`src/rtl/keypad_scan_ctrl.sv`:
```
// 4x4 keypad scanner with row synchronizer, frame-level debounce and a keycode FIFO,
// read through an 8-bit data/status register pair.
module keypad_scan_ctrl #(
   parameter int SCAN_DIV       = 100000,
   parameter int DEBOUNCE_SCANS = 4,
   parameter int FIFO_DEPTH     = 4
) (
   input  logic       clk,
   input  logic       reset,
   input  logic [3:0] row,
   output logic [3:0] col,
   input  logic       re,
   input  logic       addr,
   output logic [7:0] data_out,
   output logic       irq
);

   localparam int DIV_W = $clog2(SCAN_DIV);
   localparam int DB_W  = $clog2(DEBOUNCE_SCANS + 1);
   localparam int PTR_W = $clog2(FIFO_DEPTH);
   localparam int CNT_W = PTR_W + 1;

   localparam logic [DIV_W-1:0] DIV_LAST  = DIV_W'(SCAN_DIV - 1);
   localparam logic [DB_W-1:0]  DB_MAX    = DB_W'(DEBOUNCE_SCANS);
   localparam logic [CNT_W-1:0] FIFO_FULL = CNT_W'(FIFO_DEPTH);

   typedef enum logic [1:0] {
      CLS_NONE  = 2'd0,
      CLS_ONE   = 2'd1,
      CLS_MULTI = 2'd2
   } cls_t;

   function automatic logic [3:0] key_code(input logic [1:0] r, input logic [1:0] c);
      logic [3:0] code;
      case ({r, c})
         4'b00_00: code = 4'h1;
         4'b00_01: code = 4'h2;
         4'b00_10: code = 4'h3;
         4'b00_11: code = 4'hA;
         4'b01_00: code = 4'h4;
         4'b01_01: code = 4'h5;
         4'b01_10: code = 4'h6;
         4'b01_11: code = 4'hB;
         4'b10_00: code = 4'h7;
         4'b10_01: code = 4'h8;
         4'b10_10: code = 4'h9;
         4'b10_11: code = 4'hC;
         4'b11_00: code = 4'h0;
         4'b11_01: code = 4'hF;
         4'b11_10: code = 4'hE;
         default:  code = 4'hD;
      endcase
      return code;
   endfunction

   logic [3:0]       r_row_meta;
   logic [3:0]       r_row_sync;
   logic [DIV_W-1:0] r_div_cnt;
   logic [1:0]       r_col_idx;
   logic [3:0]       r_col;
   cls_t             r_acc_cls;
   logic [3:0]       r_acc_code;
   cls_t             r_prev_cls;
   logic [3:0]       r_prev_code;
   logic [DB_W-1:0]  r_db_cnt;
   logic             r_stable_held;
   logic [3:0]       r_stable_code;
   logic             r_push_req;
   logic [3:0]       r_push_code;
   logic [3:0]       r_mem [FIFO_DEPTH];
   logic [PTR_W-1:0] r_wr_ptr;
   logic [PTR_W-1:0] r_rd_ptr;
   logic [CNT_W-1:0] r_count;
   logic             r_ovf;
   logic             r_irq;

   logic [3:0]       w_row_code [4];
   cls_t             w_col_cls;
   logic [3:0]       w_col_code;
   cls_t             w_frame_cls;
   logic [3:0]       w_frame_code;
   logic             w_sample;
   logic             w_frame_done;
   logic             w_same;
   logic [DB_W-1:0]  w_db_next;
   logic             w_differs;
   logic             w_accept;
   logic             w_empty;
   logic             w_full;
   logic             w_pop;
   logic             w_stat_rd;
   logic             w_push_ok;
   logic             w_ovf_set;
   logic [2:0]       w_count3;

   genvar gi;
   generate
      for (gi = 0; gi < 4; gi++) begin : g_row
         assign w_row_code[gi] = key_code(2'(gi), r_col_idx);
      end
      if (CNT_W >= 3) begin : g_cnt_wide
         assign w_count3 = r_count[2:0];
      end else begin : g_cnt_narrow
         assign w_count3 = {{(3 - CNT_W){1'b0}}, r_count};
      end
   endgenerate

   assign w_sample     = (r_div_cnt == DIV_LAST);
   assign w_frame_done = w_sample && (r_col_idx == 2'd3);

   // Classify the keys seen in the column currently being sampled.
   always_comb begin
      w_col_cls  = CLS_NONE;
      w_col_code = 4'h0;
      for (int r = 0; r < 4; r++) begin
         if (!r_row_sync[r]) begin
            if (w_col_cls == CLS_NONE) begin
               w_col_cls  = CLS_ONE;
               w_col_code = w_row_code[r];
            end else begin
               w_col_cls = CLS_MULTI;
            end
         end
      end
   end

   always_comb begin
      w_frame_cls  = r_acc_cls;
      w_frame_code = r_acc_code;
      if (w_col_cls == CLS_MULTI || (w_col_cls == CLS_ONE && r_acc_cls != CLS_NONE)) begin
         w_frame_cls = CLS_MULTI;
      end else if (w_col_cls == CLS_ONE) begin
         w_frame_cls  = CLS_ONE;
         w_frame_code = w_col_code;
      end
   end

   always_comb begin
      w_same    = (w_frame_cls == r_prev_cls) &&
                  (w_frame_cls != CLS_ONE || w_frame_code == r_prev_code);
      w_db_next = DB_W'(1);
      if (w_frame_cls == CLS_MULTI) begin
         w_db_next = '0;
      end else if (w_same) begin
         w_db_next = (r_db_cnt == DB_MAX) ? r_db_cnt : r_db_cnt + 1'b1;
      end
      w_differs = (r_stable_held != (w_frame_cls == CLS_ONE)) ||
                  (w_frame_cls == CLS_ONE && w_frame_code != r_stable_code);
      w_accept  = (w_frame_cls != CLS_MULTI) && (w_db_next == DB_MAX) && w_differs;
   end

   assign w_empty   = (r_count == '0);
   assign w_full    = (r_count == FIFO_FULL);
   assign w_pop     = re && !addr && !w_empty && !reset;
   assign w_stat_rd = re && addr;
   // A pop in the same cycle frees the slot, so a full FIFO still accepts the push.
   assign w_push_ok = r_push_req && (!w_full || w_pop);
   assign w_ovf_set = r_push_req && w_full && !w_pop;

   always_comb begin
      data_out = 8'h00;
      if (re && !reset) begin
         if (addr) begin
            data_out = {1'b0, w_count3, r_stable_held, r_ovf, w_full, !w_empty};
         end else if (!w_empty) begin
            data_out = {4'b0001, r_mem[r_rd_ptr]};
         end
      end
   end

   always_ff @(posedge clk) begin
      if (w_push_ok) begin
         r_mem[r_wr_ptr] <= r_push_code;
      end
   end

   always_ff @(posedge clk) begin
      if (reset) begin
         r_row_meta    <= 4'hF;
         r_row_sync    <= 4'hF;
         r_div_cnt     <= '0;
         r_col_idx     <= 2'd0;
         r_col         <= 4'b1110;
         r_acc_cls     <= CLS_NONE;
         r_acc_code    <= 4'h0;
         r_prev_cls    <= CLS_NONE;
         r_prev_code   <= 4'h0;
         r_db_cnt      <= '0;
         r_stable_held <= 1'b0;
         r_stable_code <= 4'h0;
         r_push_req    <= 1'b0;
         r_push_code   <= 4'h0;
         r_wr_ptr      <= '0;
         r_rd_ptr      <= '0;
         r_count       <= '0;
         r_ovf         <= 1'b0;
         r_irq         <= 1'b0;
      end else begin
         r_row_meta <= row;
         r_row_sync <= r_row_meta;

         if (w_sample) begin
            r_div_cnt <= '0;
            r_col_idx <= r_col_idx + 2'd1;
            r_col     <= {r_col[2:0], r_col[3]};
            if (w_frame_done) begin
               r_acc_cls   <= CLS_NONE;
               r_acc_code  <= 4'h0;
               r_prev_cls  <= w_frame_cls;
               r_prev_code <= w_frame_code;
               r_db_cnt    <= w_db_next;
               if (w_accept) begin
                  r_stable_held <= (w_frame_cls == CLS_ONE);
                  r_stable_code <= w_frame_code;
               end
            end else begin
               r_acc_cls  <= w_frame_cls;
               r_acc_code <= w_frame_code;
            end
         end else begin
            r_div_cnt <= r_div_cnt + 1'b1;
         end

         r_push_req  <= w_frame_done && w_accept && (w_frame_cls == CLS_ONE);
         r_push_code <= w_frame_code;

         if (w_push_ok) begin
            r_wr_ptr <= r_wr_ptr + 1'b1;
         end
         if (w_pop) begin
            r_rd_ptr <= r_rd_ptr + 1'b1;
         end
         if (w_push_ok && !w_pop) begin
            r_count <= r_count + 1'b1;
         end else if (!w_push_ok && w_pop) begin
            r_count <= r_count - 1'b1;
         end

         if (w_ovf_set) begin
            r_ovf <= 1'b1;
         end else if (w_stat_rd) begin
            r_ovf <= 1'b0;
         end

         r_irq <= !w_empty;
      end
   end

   assign col = r_col;
   assign irq = r_irq;

endmodule

```
`config.mk`:
```
export PLATFORM = sky130hd
export DESIGN_NAME = keypad_scan_ctrl
export DESIGN_NICKNAME = d
export VERILOG_FILES = /design/src/rtl/keypad_scan_ctrl.sv
export SDC_FILE = /design/constraint.sdc
export NUM_CORES = 1
export LEC_CHECK = 0
export CAP_MARGIN = 10
export CORE_MARGIN = 4
export CORE_UTILIZATION = 56
export DETAILED_ROUTE_END_ITERATION = 12
export PLACE_DENSITY = 0.86
export SYNTH_ARGS = -nofsm -noshare
export SYNTH_HDL_FRONTEND = slang
export SYNTH_SLANG_ARGS = --single-unit
export TNS_END_PERCENT = 1
```
`constraint.sdc`:
```
create_clock -name clk -period 8.55 [get_ports clk]
set_clock_uncertainty 0.05 [all_clocks]
set_input_delay 1.71 -clock clk [delete_from_list [all_inputs] [get_ports clk]]
set_output_delay 1.71 -clock clk [all_outputs]
set_load 0.1 [all_outputs]
```
# Word level (Yosys, flattened, before mapping)
# Memory sizes are Yosys's and may differ from the RTL's. A register that Yosys moved wholly into a read port is not among the register bits.
# Index checks and enable logic that the tools add are counted.
dict set report totals {
  regBits 65
  ramBits 16
  output_inout_bits 13
  wordCells 121
  n_memories 1
}
dict set report classes {
  n_addsub 7
  eq_ne 17
  muxes 38
  reduce_logical 39
}
# name words word_bits read_ports rd_ports_with_merged_regs write_ports line_no
set memory_table {}
lappend memory_table {r_mem 4 4 1 1 1 70} ;# logic [3:0] r_mem [FIFO_DEPTH];
# op n
set ops {}
lappend ops {{4-bit one-hot mux with 4 select lines} 3}
lappend ops {{4-bit 2-to-1 mux} 10}
lappend ops {{2-bit 2-to-1 mux} 11}
lappend ops {{1-bit logical AND} 18}
lappend ops {{17-bit by 1-bit adder with 17-bit output (second input constant)} 1}
lappend ops {{17-bit equality test (second input constant)} 1}
lappend ops {{3-bit 2-to-1 mux} 5}
lappend ops {{7-bit 2-to-1 mux} 2}
lappend ops {{4-bit one-hot mux with 3 select lines} 1}
lappend ops {{3-bit equality test (second input constant)} 3}
lappend ops {{2-bit equality test (second input constant)} 4}
lappend ops {{2-bit logical NOT} 4}
lappend ops {{2-bit by 1-bit adder with 2-bit output (second input constant)} 3}
lappend ops {{3-bit by 1-bit adder with 3-bit output (second input constant)} 2}
lappend ops {{2-bit by 1-bit equality test with 1-bit output (second input constant)} 3}
lappend ops {{1-bit logical NOT} 6}
lappend ops {{2-bit nonzero test} 3}
lappend ops {{1-bit 2-to-1 mux} 5}
lappend ops {{5-bit 2-to-1 mux} 1}
lappend ops {{4-bit equality test} 1}
lappend ops {{1-bit logical OR} 4}
lappend ops {{4-bit != test} 1}
lappend ops {{3-bit logical NOT} 1}
lappend ops {{3-bit AND reduction} 1}
lappend ops {{7 further kinds} 7}

# Depth between registers and ports, before layout
# Gate-level depths: netlist of run 1.
dict set report logic_depth {
  depth_word 24
  ltp_mapped 10
  ltp_nobuf 10
}

# Least setup slack after synthesis of run 1
# Ideal clock, no wire load.
dict set report synth_timing {
  path_type {input port to output port}
  from {input re}
  to {output data_out[4]}
  arrival_time_ps 3453
  t_required_ps 6790
  slack_ps 3337
  stages 3
  path_buffers 0
  path_cell_list {nor2b_1 -> nand2b_1 -> a21oi_1}
}
dict set report synth_via {
  elab_chain_len 2
}
# item line_no
set synth_rtl {}
lappend synth_rtl {{start, declared} 12} ;# input logic re,
lappend synth_rtl {{1-bit logical AND} 162} ;# if (re && !reset) begin
lappend synth_rtl {{7-bit 2-to-1 mux} 162}
lappend synth_rtl {{end, declared} 14} ;# output logic [7:0] data_out,
# No other way between the ends.

# Worst setup path in the final report of run 1
# Same ends and word-level chain as after synthesis.

==> impl_metrics.toml, run 1 <==
[cts]
numClockSinks = 83
cts_tree = "yes"
numCtsBuffers = 9
htree_levels = 3
cts_resized = 0
clock_path_buffers = 2
root_buffer = "clkbuf_8"
postCtsHoldBufs = 0
cts_setup_buffers = 0
clkSlewWorstSetupHoldPaths_ns = 0.08
worstSkewPairLatency_ns = 0.36

[final_layout]
layout_common_cells = "72 x nor2_1, 67 x dfxtp_1, 24 x a21oi_1"
num-nets-final = 460
final_common_cell = "nor2_1"
final_util_pct = 64.4
multi_input_area_um2 = 2020
fill_cells = 553
final-seq-area_um2 = 1820
antenna_cells = 0
drive_above_1_share_pct = 10.7
area_growth_pct = 10.9

[setup_path]
critPathMaxFanout = 4
crit_path_max_incr_delay_ns = 1.15
critPathRequiredTime_ns = 6.79
cp_cell_sequence = "clkdlybuf4s50_1, nor2b_1, nand2b_1, a21oi_1, clkdlybuf4s50_1"
critPathKind = "in -> out"
start_kind = "primary input"
endpoint_kind = "output pin"
crit_start = "re"
cp.arrival_ns = 3.91
reg2reg_from = "r_row_sync[0]"
critPathMostFrequentCell = "clkdlybuf4s50_1"
slowest_stage = "clkdlybuf4s50_1"

[grt]
track_usage_pct = 18.5
grt_pass1_vias = 2875
grt_pass1_wl_um = 12800
grt_max_degree = 54
grt_overflow = 0
antenna_found_initial = 0

[synth]
netlist_area_um2 = 3990
synth_cells = 421
synthArstFlopShare_pct = 0
synth.net_count = 445
synth_edf_count = 16
ys_seq_area_share_pct = 45.6
syn_area_per_cell_um2 = 9.48
ys_types = 59
synth_warnings = 0
synth_ff_type = "dfxtp_1"
synth-seq-cells = 83

[worst_hold_path]
min_from = "r_row_meta[1]"
hold_path_class = "reg -> reg"

[route]
drt_first_pass_iters = 6
wirelength_um = 7410
dr_wl_met3_um = 343
ant_nets = 0
met2_wirelength_um = 3560
drtIter0Drc = 173
vias = 3017
via_per_inst = 5.62
wl_per_cell_um = 13.8
top_layer = "met4"
drc = 0
drt-met1-wl_um = 3340

[flow_run]
cap_viol_max_count = 0

[sta]
setup_viol = 0
worst_slew_pin_slew_ns = 0.976
layout_min_cycle_time_ns = 5.67
final.setup.tns_ns = 0
final_min_period_over_clock_period_pct = 66.3
relSlewSlack_pct = 34.7
rsz0062_at_grt = "no"
clock.fmax_mhz = 177
drv_slew = 0
hold_viol_final = 0
hold_ws_ns = 0.364

[die]
dieArea_um2 = 8540
start_util_pct = 58.1
core_um2 = 6870
fp-row-count = 30
top_level_ports = 21
die_h_um = 92.4
die_w_um = 92.4

[placed_design]
portBuffers = 19
dp_hpwl_um = 5220
finalWeightedCongestion = 0.803

[status]
status = "complete, no violations"

[pwr]
total_leakage_power_nw = 1.70
p_per_area_nw_per_um2 = 164
peakVddDrop_v = 0.0000916
[cell families after synthesis]
logic type                 count (synthesis)  share of synthesized area, %
adders and majority gates                 16                          5.20
AOI/OAI and AO/OA                         63                          10.7
buffers and inverters                     38                          3.76
other                                      1                        0.0939
muxes                                     16                          5.48
and+or+nand+nor                          174                          22.6
DFF                                       83                          45.6
xor gates and xnor gates                  30                          6.58
[worst max-delay path, delay by kind of cell]
kind / cells / cell delay, ns
buffers and inverters: 2 / 1.68
AND/OR/NAND/NOR: 2 / 0.35
AO/OA/AOI/OAI: 1 / 0.16
[final timing paths]
| path | to | slack, ns | depth (start not counted) |
|---|---|---|---|
| hold reg to reg | r_row_sync[1] | 0.36 | 1 |
| setup reg to reg | r_stable_held | 5.00 | 10 |
| hold / removal | r_row_sync[1] | 0.36 | 1 |
| setup / recovery | data_out[4] | 2.88 | 5 |
[registers in the layout, summed over array words and instances (netlist names), named ones only]
register / cells
r_acc_code: 4
r_acc_cls: 2
r_div_cnt: 17
col: 4
r_stable_code: 4
r_wr_ptr: 2
r_col_idx: 2
r_rd_ptr: 2
r_ovf: 1
r_row_sync: 4
r_db_cnt: 3
r_count: 3
r_mem: 16
r_row_meta: 4
r_prev_code: 4
irq: 1
r_push_code: 4
r_stable_held: 1
r_prev_cls: 2
r_push_req: 1
[routing by layer]
| layer | vias up | global-route usage [%] |
|---|---|---|
| li1 | 1495 | - |
| met1 | 1420 | 23.3 |
| met5 | - | 0 |
| met3 | 15 | 3.33 |
| met2 | 87 | 30.6 |
| met4 | 0 | 8.79 |
[power breakdown]
part           internal (W)  total [W]  switching, W
registers          0.000402   0.000405    0.00000344
logic             0.0000193  0.0000488     0.0000294
clock network      0.000114   0.000272      0.000158
total              0.000535   0.000726      0.000191
[synth_stat cells (all sizes together), types with 4 or more instances]
| cell type | n | area [um^2] |
|---|---|---|
| nand4 | 6 | 37.5 |
| nand2b | 4 | 25.0 |
| dfxtp | 67 | 1340 |
| nor2 | 72 | 270 |
| or2 | 10 | 62.6 |
| nand2 | 14 | 52.6 |
| mux2 | 7 | 78.8 |
| nor2b | 5 | 31.3 |
| a21oi | 25 | 129 |
| nand3 | 11 | 60.1 |
| xor2 | 12 | 105 |
| mux2i | 5 | 50.1 |
| inv | 22 | 82.6 |
| clkbuf | 14 | 52.6 |
| mux4 | 4 | 90.1 |
| a211oi | 7 | 57.6 |
| xnor2 | 18 | 158 |
| or3 | 6 | 37.5 |
| and3 | 11 | 68.8 |
| o21ai | 9 | 48.8 |
| ha | 15 | 188 |
| nor3 | 17 | 85.1 |
| edfxtp | 16 | 480 |
[stage by stage]
| stage | cell area [um^2] | setup WS, ns | std cells | total power, W |
|---|---|---|---|---|
| finish | 4430 | 2.88 | 537 | 0.000726 |
| global route | 4430 | 2.78 | 537 | 0.000753 |
| CTS | 4430 | 2.88 | 537 | 0.000731 |
| detailed placement | 4240 | 2.89 | 521 | 0.000462 |
| global placement | 4240 | 2.98 | 521 | 0.000460 |
| floorplan | 3990 | 3.34 | 421 | 0.000451 |
[layout make-up]
| cell class | count | share of cell area [%] |
|---|---|---|
| repair buffers | 20 | 4.35 |
| flip-flops and latches | 83 | 41.2 |
| well taps | 96 | 2.71 |
| multi-input cells | 300 | 45.6 |
| clock inverters | 7 | 1.47 |
| inverters | 22 | 1.87 |
| clock buffers | 9 | 2.80 |
Power figures use the tool's default switching activity.
==> run 2, diff against run 1 <==
- CORE_UTILIZATION: 56 -> 54
- PLACE_DENSITY: 0.86 -> 0.87
- clock period: 8.55 -> 4.6 ns (I/O delays scaled with it)
==> run 2 against run 1 <==
Sequential power up 86%. Setup slack worse by 1.7 ns. Highest routed layer unchanged. Die area up 3.4%. First-iteration DRC count down 20%.
==> impl_metrics.toml, run 2 (synthesized netlist as in run 1, its figures left out) <==
[status]
status = "complete, no violations"

[grt]
grt_overflow = 0
track_usage_pct = 17.6
grt_pass1_vias = 2864
grt_max_degree = 50
grt_pass1_wl_um = 12400
antenna_found_initial = 0

[sta]
relSlewSlack_pct = 34.4
hold_viol_final = 0
clock.fmax_mhz = 291
final.setup.tns_ns = 0
drv_slew = 0
layout_min_cycle_time_ns = 3.44
worst_slew_pin_slew_ns = 0.981
setup_viol = 0
final_min_period_over_clock_period_pct = 74.7
rsz0062_at_grt = "no"

[final_layout]
final-seq-area_um2 = 1820
area_growth_pct = 10.8
top_regs = "r_div_cnt: 17 flops, r_mem: 16 flops"
regMostFlops = "r_div_cnt"
final_common_cell = "nor2_1"
antenna_cells = 0
largest_reg_flops = 17
drive_above_1_share_pct = 12.4
num-nets-final = 461
layout_common_cells = "72 x nor2_1, 67 x dfxtp_1, 24 x a21oi_1"
multi_input_area_um2 = 2020
fill_cells = 624
final_util_pct = 61.3

[setup_path]
slowest_stage = "nor4b_4"
critPathKind = "reg -> reg"
endpoint_kind = "flop"
crit_path_max_incr_delay_ns = 0.52
start_kind = "flop"
cp.arrival_ns = 3.63
critPathMaxFanout = 8
cp_cell_sequence = "inv_1, ha_1, nor4b_4, o31ai_2, a2111o_1, mux2_2, a21oi_2, o32a_2, nand3_2, mux2_1"
critPathRequiredTime_ns = 4.80

[cts]
cts_setup_buffers = 0
numCtsBuffers = 9
numClockSinks = 83
clkSlewWorstSetupHoldPaths_ns = 0.09
worstSkewPairLatency_ns = 0.35
clock_path_buffers = 2
cts_resized = 0
htree_levels = 3
root_buffer = "clkbuf_8"
cts_tree = "yes"
postCtsHoldBufs = 0

[flow_run]
cap_viol_max_count = 0

[route]
via_per_inst = 5.37
drc = 0
drt_first_pass_iters = 4
drtIter0Drc = 138
ant_nets = 0
wl_per_cell_um = 13.3
wirelength_um = 7200
vias = 2904

[die]
top_level_ports = 21
start_util_pct = 55.3
core_um2 = 7210
die_h_um = 94.0
dieArea_um2 = 8830
die_w_um = 94.0
fp-row-count = 31

[pwr]
total_leakage_power_nw = 1.72
p_per_area_nw_per_um2 = 304
peakVddDrop_v = 0.000176

[placed_design]
finalWeightedCongestion = 0.888
portBuffers = 19
dp_hpwl_um = 5200

[worst_hold_path]
hold_path_class = "reg -> reg"
## run 2: cell count changes in the layout (fill, tap and decap cells not counted), sizes merged
cell / change
clkdlybuf4s50: -7
buf: +8
## run 2: area by class of cell
class / instances / area share (%)
flip-flops and latches: 83 / 41.2
repair buffers: 21 / 4.13
clock inverters: 7 / 1.53
inverters: 22 / 1.87
multi-input cells: 300 / 45.7
well taps: 99 / 2.80
clock buffers: 9 / 2.80
## run 2: worst max-delay path, delay by kind of cell, from the launching register on
family                     cells  cell delay [ns]
AOI/OAI and AO/OA              4             1.04
and+or+nand+nor                2             0.65
muxes                          2             0.63
DFF                            1             0.45
adders and majority gates      1             0.40
buffers and inverters          1             0.09
## run 2: per-layer routing
metal  track usage, %  routed length (um)  part of all wire [%]  up-vias
met3             4.09                 328                   4.6       13
met1             21.1                3250                    45     1335
met5                0                   0                     0        -
li1                 -                   -                     -     1498
met2             29.7                3470                    48       58
met4             8.54                 148                   2.1        0
## run 2: power breakdown
part           leakage (nW)  internal, W  switching [W]  total [W]
Clock                0.0966     0.000213       0.000288   0.000501
Sequential            0.690     0.000747     0.00000637   0.000753
Combinational         0.933    0.0000364      0.0000530  0.0000894
Total                  1.72     0.000996       0.000347    0.00134
## run 2: per-stage QoR
step	instance area, um^2	total power, W	hold slack [ns]	cells	setup slack (ns)
after detailed placement	4230	0.000858	0.346	525	1.09
after global placement	4230	0.000855	0.342	525	1.20
after CTS	4420	0.00135	0.367	541	1.18
after floorplan	3990	0.000839	0.339	421	0.967
final	4420	0.00134	0.364	541	1.16
after global routing	4420	0.00140	0.385	541	0.931
## run 2: worst paths after layout
| kind | startpoint | slack (ns) | endpoint | depth (start not counted) |
|---|---|---|---|---|
| setup / recovery | r_row_sync[0] | 1.16 | r_stable_code[0] | 10 |
| hold / removal | r_row_meta[0] | 0.36 | r_row_sync[0] | 1 |
| setup reg to reg | r_row_sync[0] | 1.16 | r_stable_code[0] | 10 |
| hold reg to reg | r_row_meta[0] | 0.36 | r_row_sync[0] | 1 |
==> run 3, diff against run 2 <==
- clock period: 4.6 -> 3.1 ns (I/O delays scaled with it)
==> run 3 against run 2 <==
Via count up 4.9%. Die area unchanged. Cell count up 2.4%. Hold slack worse by 0.0014 ns. Critical endpoint is now r_stable_code[1]. Highest routed layer unchanged.
==> impl_metrics.toml, run 3 (synthesized netlist as in run 1, its figures left out) <==
[final_layout]
largest_reg_flops = 17
layout_common_cells = "72 x nor2_1, 67 x dfxtp_1, 24 x a21oi_1"
area_growth_pct = 15.7
regMostFlops = "r_div_cnt"
num-nets-final = 474
final_common_cell = "nor2_1"
top_regs = "r_div_cnt: 17 flops, r_mem: 16 flops"
drive_above_1_share_pct = 16.7
final_cells = 554
antenna_cells = 0

[pwr]
power_frac_seq_pct = 57.6
p_per_area_nw_per_um2 = 420
clockPowerShare_pct = 34.4
p_int_w = 0.00146
peakVddDrop_v = 0.000241
netSwitchingFraction_pct = 24.6
switchingPower_w = 0.000476
total_leakage_power_nw = 1.80
power_frac_comb_pct = 8.0
power_w = 0.00194

[cts]
numClockSinks = 83
root_buffer = "clkbuf_8"
clkSlewWorstSetupHoldPaths_ns = 0.08
clock_path_buffers = 2
cts_tree = "yes"
postCtsHoldBufs = 0
numCtsBuffers = 9
htree_levels = 3
worstSkewPairLatency_ns = 0.36

[status]
status = "complete, no violations"

[placed_design]
portBuffers = 19
place_inst = 535
dp_hpwl_um = 5560
finalWeightedCongestion = 0.885

[sta]
drv_slew = 0
relSlewSlack_pct = 60.7
clock.fmax_mhz = 335
hold_viol_final = 0
hold_ws_ns = 0.362
final_min_period_over_clock_period_pct = 96.3
layout_min_cycle_time_ns = 2.99
setup_viol = 0
worst_slew_pin_slew_ns = 0.590

[setup_path]
crit_path_max_incr_delay_ns = 0.46
critPathMaxFanout = 5
cp_cell_sequence = "inv_1, ha_4, nor4b_4, buf_4, o31a_2, a2111o_1, mux2_2, a21oi_2, o32a_4, nand3_4, mux2_1"
slowest_stage = "a2111o_1"
critPathKind = "reg -> reg"
critPathRequiredTime_ns = 3.29
cp.arrival_ns = 3.18
start_kind = "flop"
endpoint_kind = "flop"

[route]
drc = 0
vias = 3047
ant_nets = 0
wl_per_cell_um = 14.2
wirelength_um = 7880
drt_first_pass_iters = 4
via_per_inst = 5.50
drtIter0Drc = 171

[grt]
track_usage_pct = 19.2
grt_overflow = 0
grt_pass1_vias = 3031
grt_max_degree = 52
antenna_found_initial = 0
grt_pass1_wl_um = 13400

[flow_run]
cap_viol_max_count = 0

[die]
dieArea_um2 = 8830
start_util_pct = 55.3
die_h_um = 94.0
die_w_um = 94.0
top_level_ports = 21
fp-row-count = 31
core_um2 = 7210

[worst_hold_path]
hold_path_class = "reg -> reg"
## run 3: cell types whose count changed in the layout (fill, tap and decap cells not counted), sizes merged
cell	previous run	this run
buf	10	28
clkinv	0	6
clkdlybuf4s50	11	6
inv	28	23
clkinvlp	1	0
## run 3: through the flow
step,utilization (%),area [um^2],worst slack (ns),TNS [ns]
3_5_place_dp,60.7,4380,-0.0577,-0.227
6_report,64.0,4620,0.113,0
2_1_floorplan,-,3990,0.0211,0
5_1_grt,64.0,4620,-0.00626,-0.0129
4_1_cts,63.4,4570,0.0168,0
3_3_place_gp,60.7,4380,0.0641,0
## run 3: final timing paths
kind                       from          endpoint  slack (ns)  cells after the start
hold / removal    r_row_meta[1]     r_row_sync[1]        0.36                      1
hold reg to reg   r_row_meta[1]     r_row_sync[1]        0.36                      1
setup reg to reg  r_row_sync[1]  r_stable_code[1]        0.11                     11
setup / recovery  r_row_sync[1]  r_stable_code[1]        0.11                     11
## run 3: area by class of cell
class                      count  area, um^2
tap                           99         124
clock inverter                 7        43.8
fill                         564        2590
sequential                    83        1820
inverter                      22        82.6
clock buffer                   9         124
multi-input combinational    300        2070
timing repair buffer          34         355
## run 3: what timing repair did
item                       CTS  global route
pin swaps                    1             1
setup buffers                2             1
setup endpoints to repair    5             5
resized for setup            1             8
## run 3: worst max-delay path: cells and delay by family, from the launching register on
family | cells | cell delay [ns]
AO/OA/AOI/OAI | 4 | 1.17
AND/OR/NAND/NOR | 2 | 0.16
flip-flops | 1 | 0.33
adder cells (fa/ha/maj) | 1 | 0.30
multiplexers | 2 | 0.64
buffers and inverters | 2 | 0.23
## run 3: metal layers
| metal | track usage (%) | wire, um |
|---|---|---|
| met5 | 0 | 0 |
| met3 | 4.97 | 401 |
| met4 | 10.1 | 206 |
| met1 | 22.9 | 3430 |
| met2 | 31.7 | 3840 |
## run 3: power by group through the flow
stage          Combinational, W  Clock (W)  Sequential, W
3_5_place_dp           0.000140          0        0.00114
5_1_grt                0.000169   0.000728        0.00112
6_report               0.000156   0.000667        0.00112
4_1_cts                0.000144   0.000684        0.00112
2_1_floorplan          0.000105          0        0.00114
3_3_place_gp           0.000137          0        0.00114
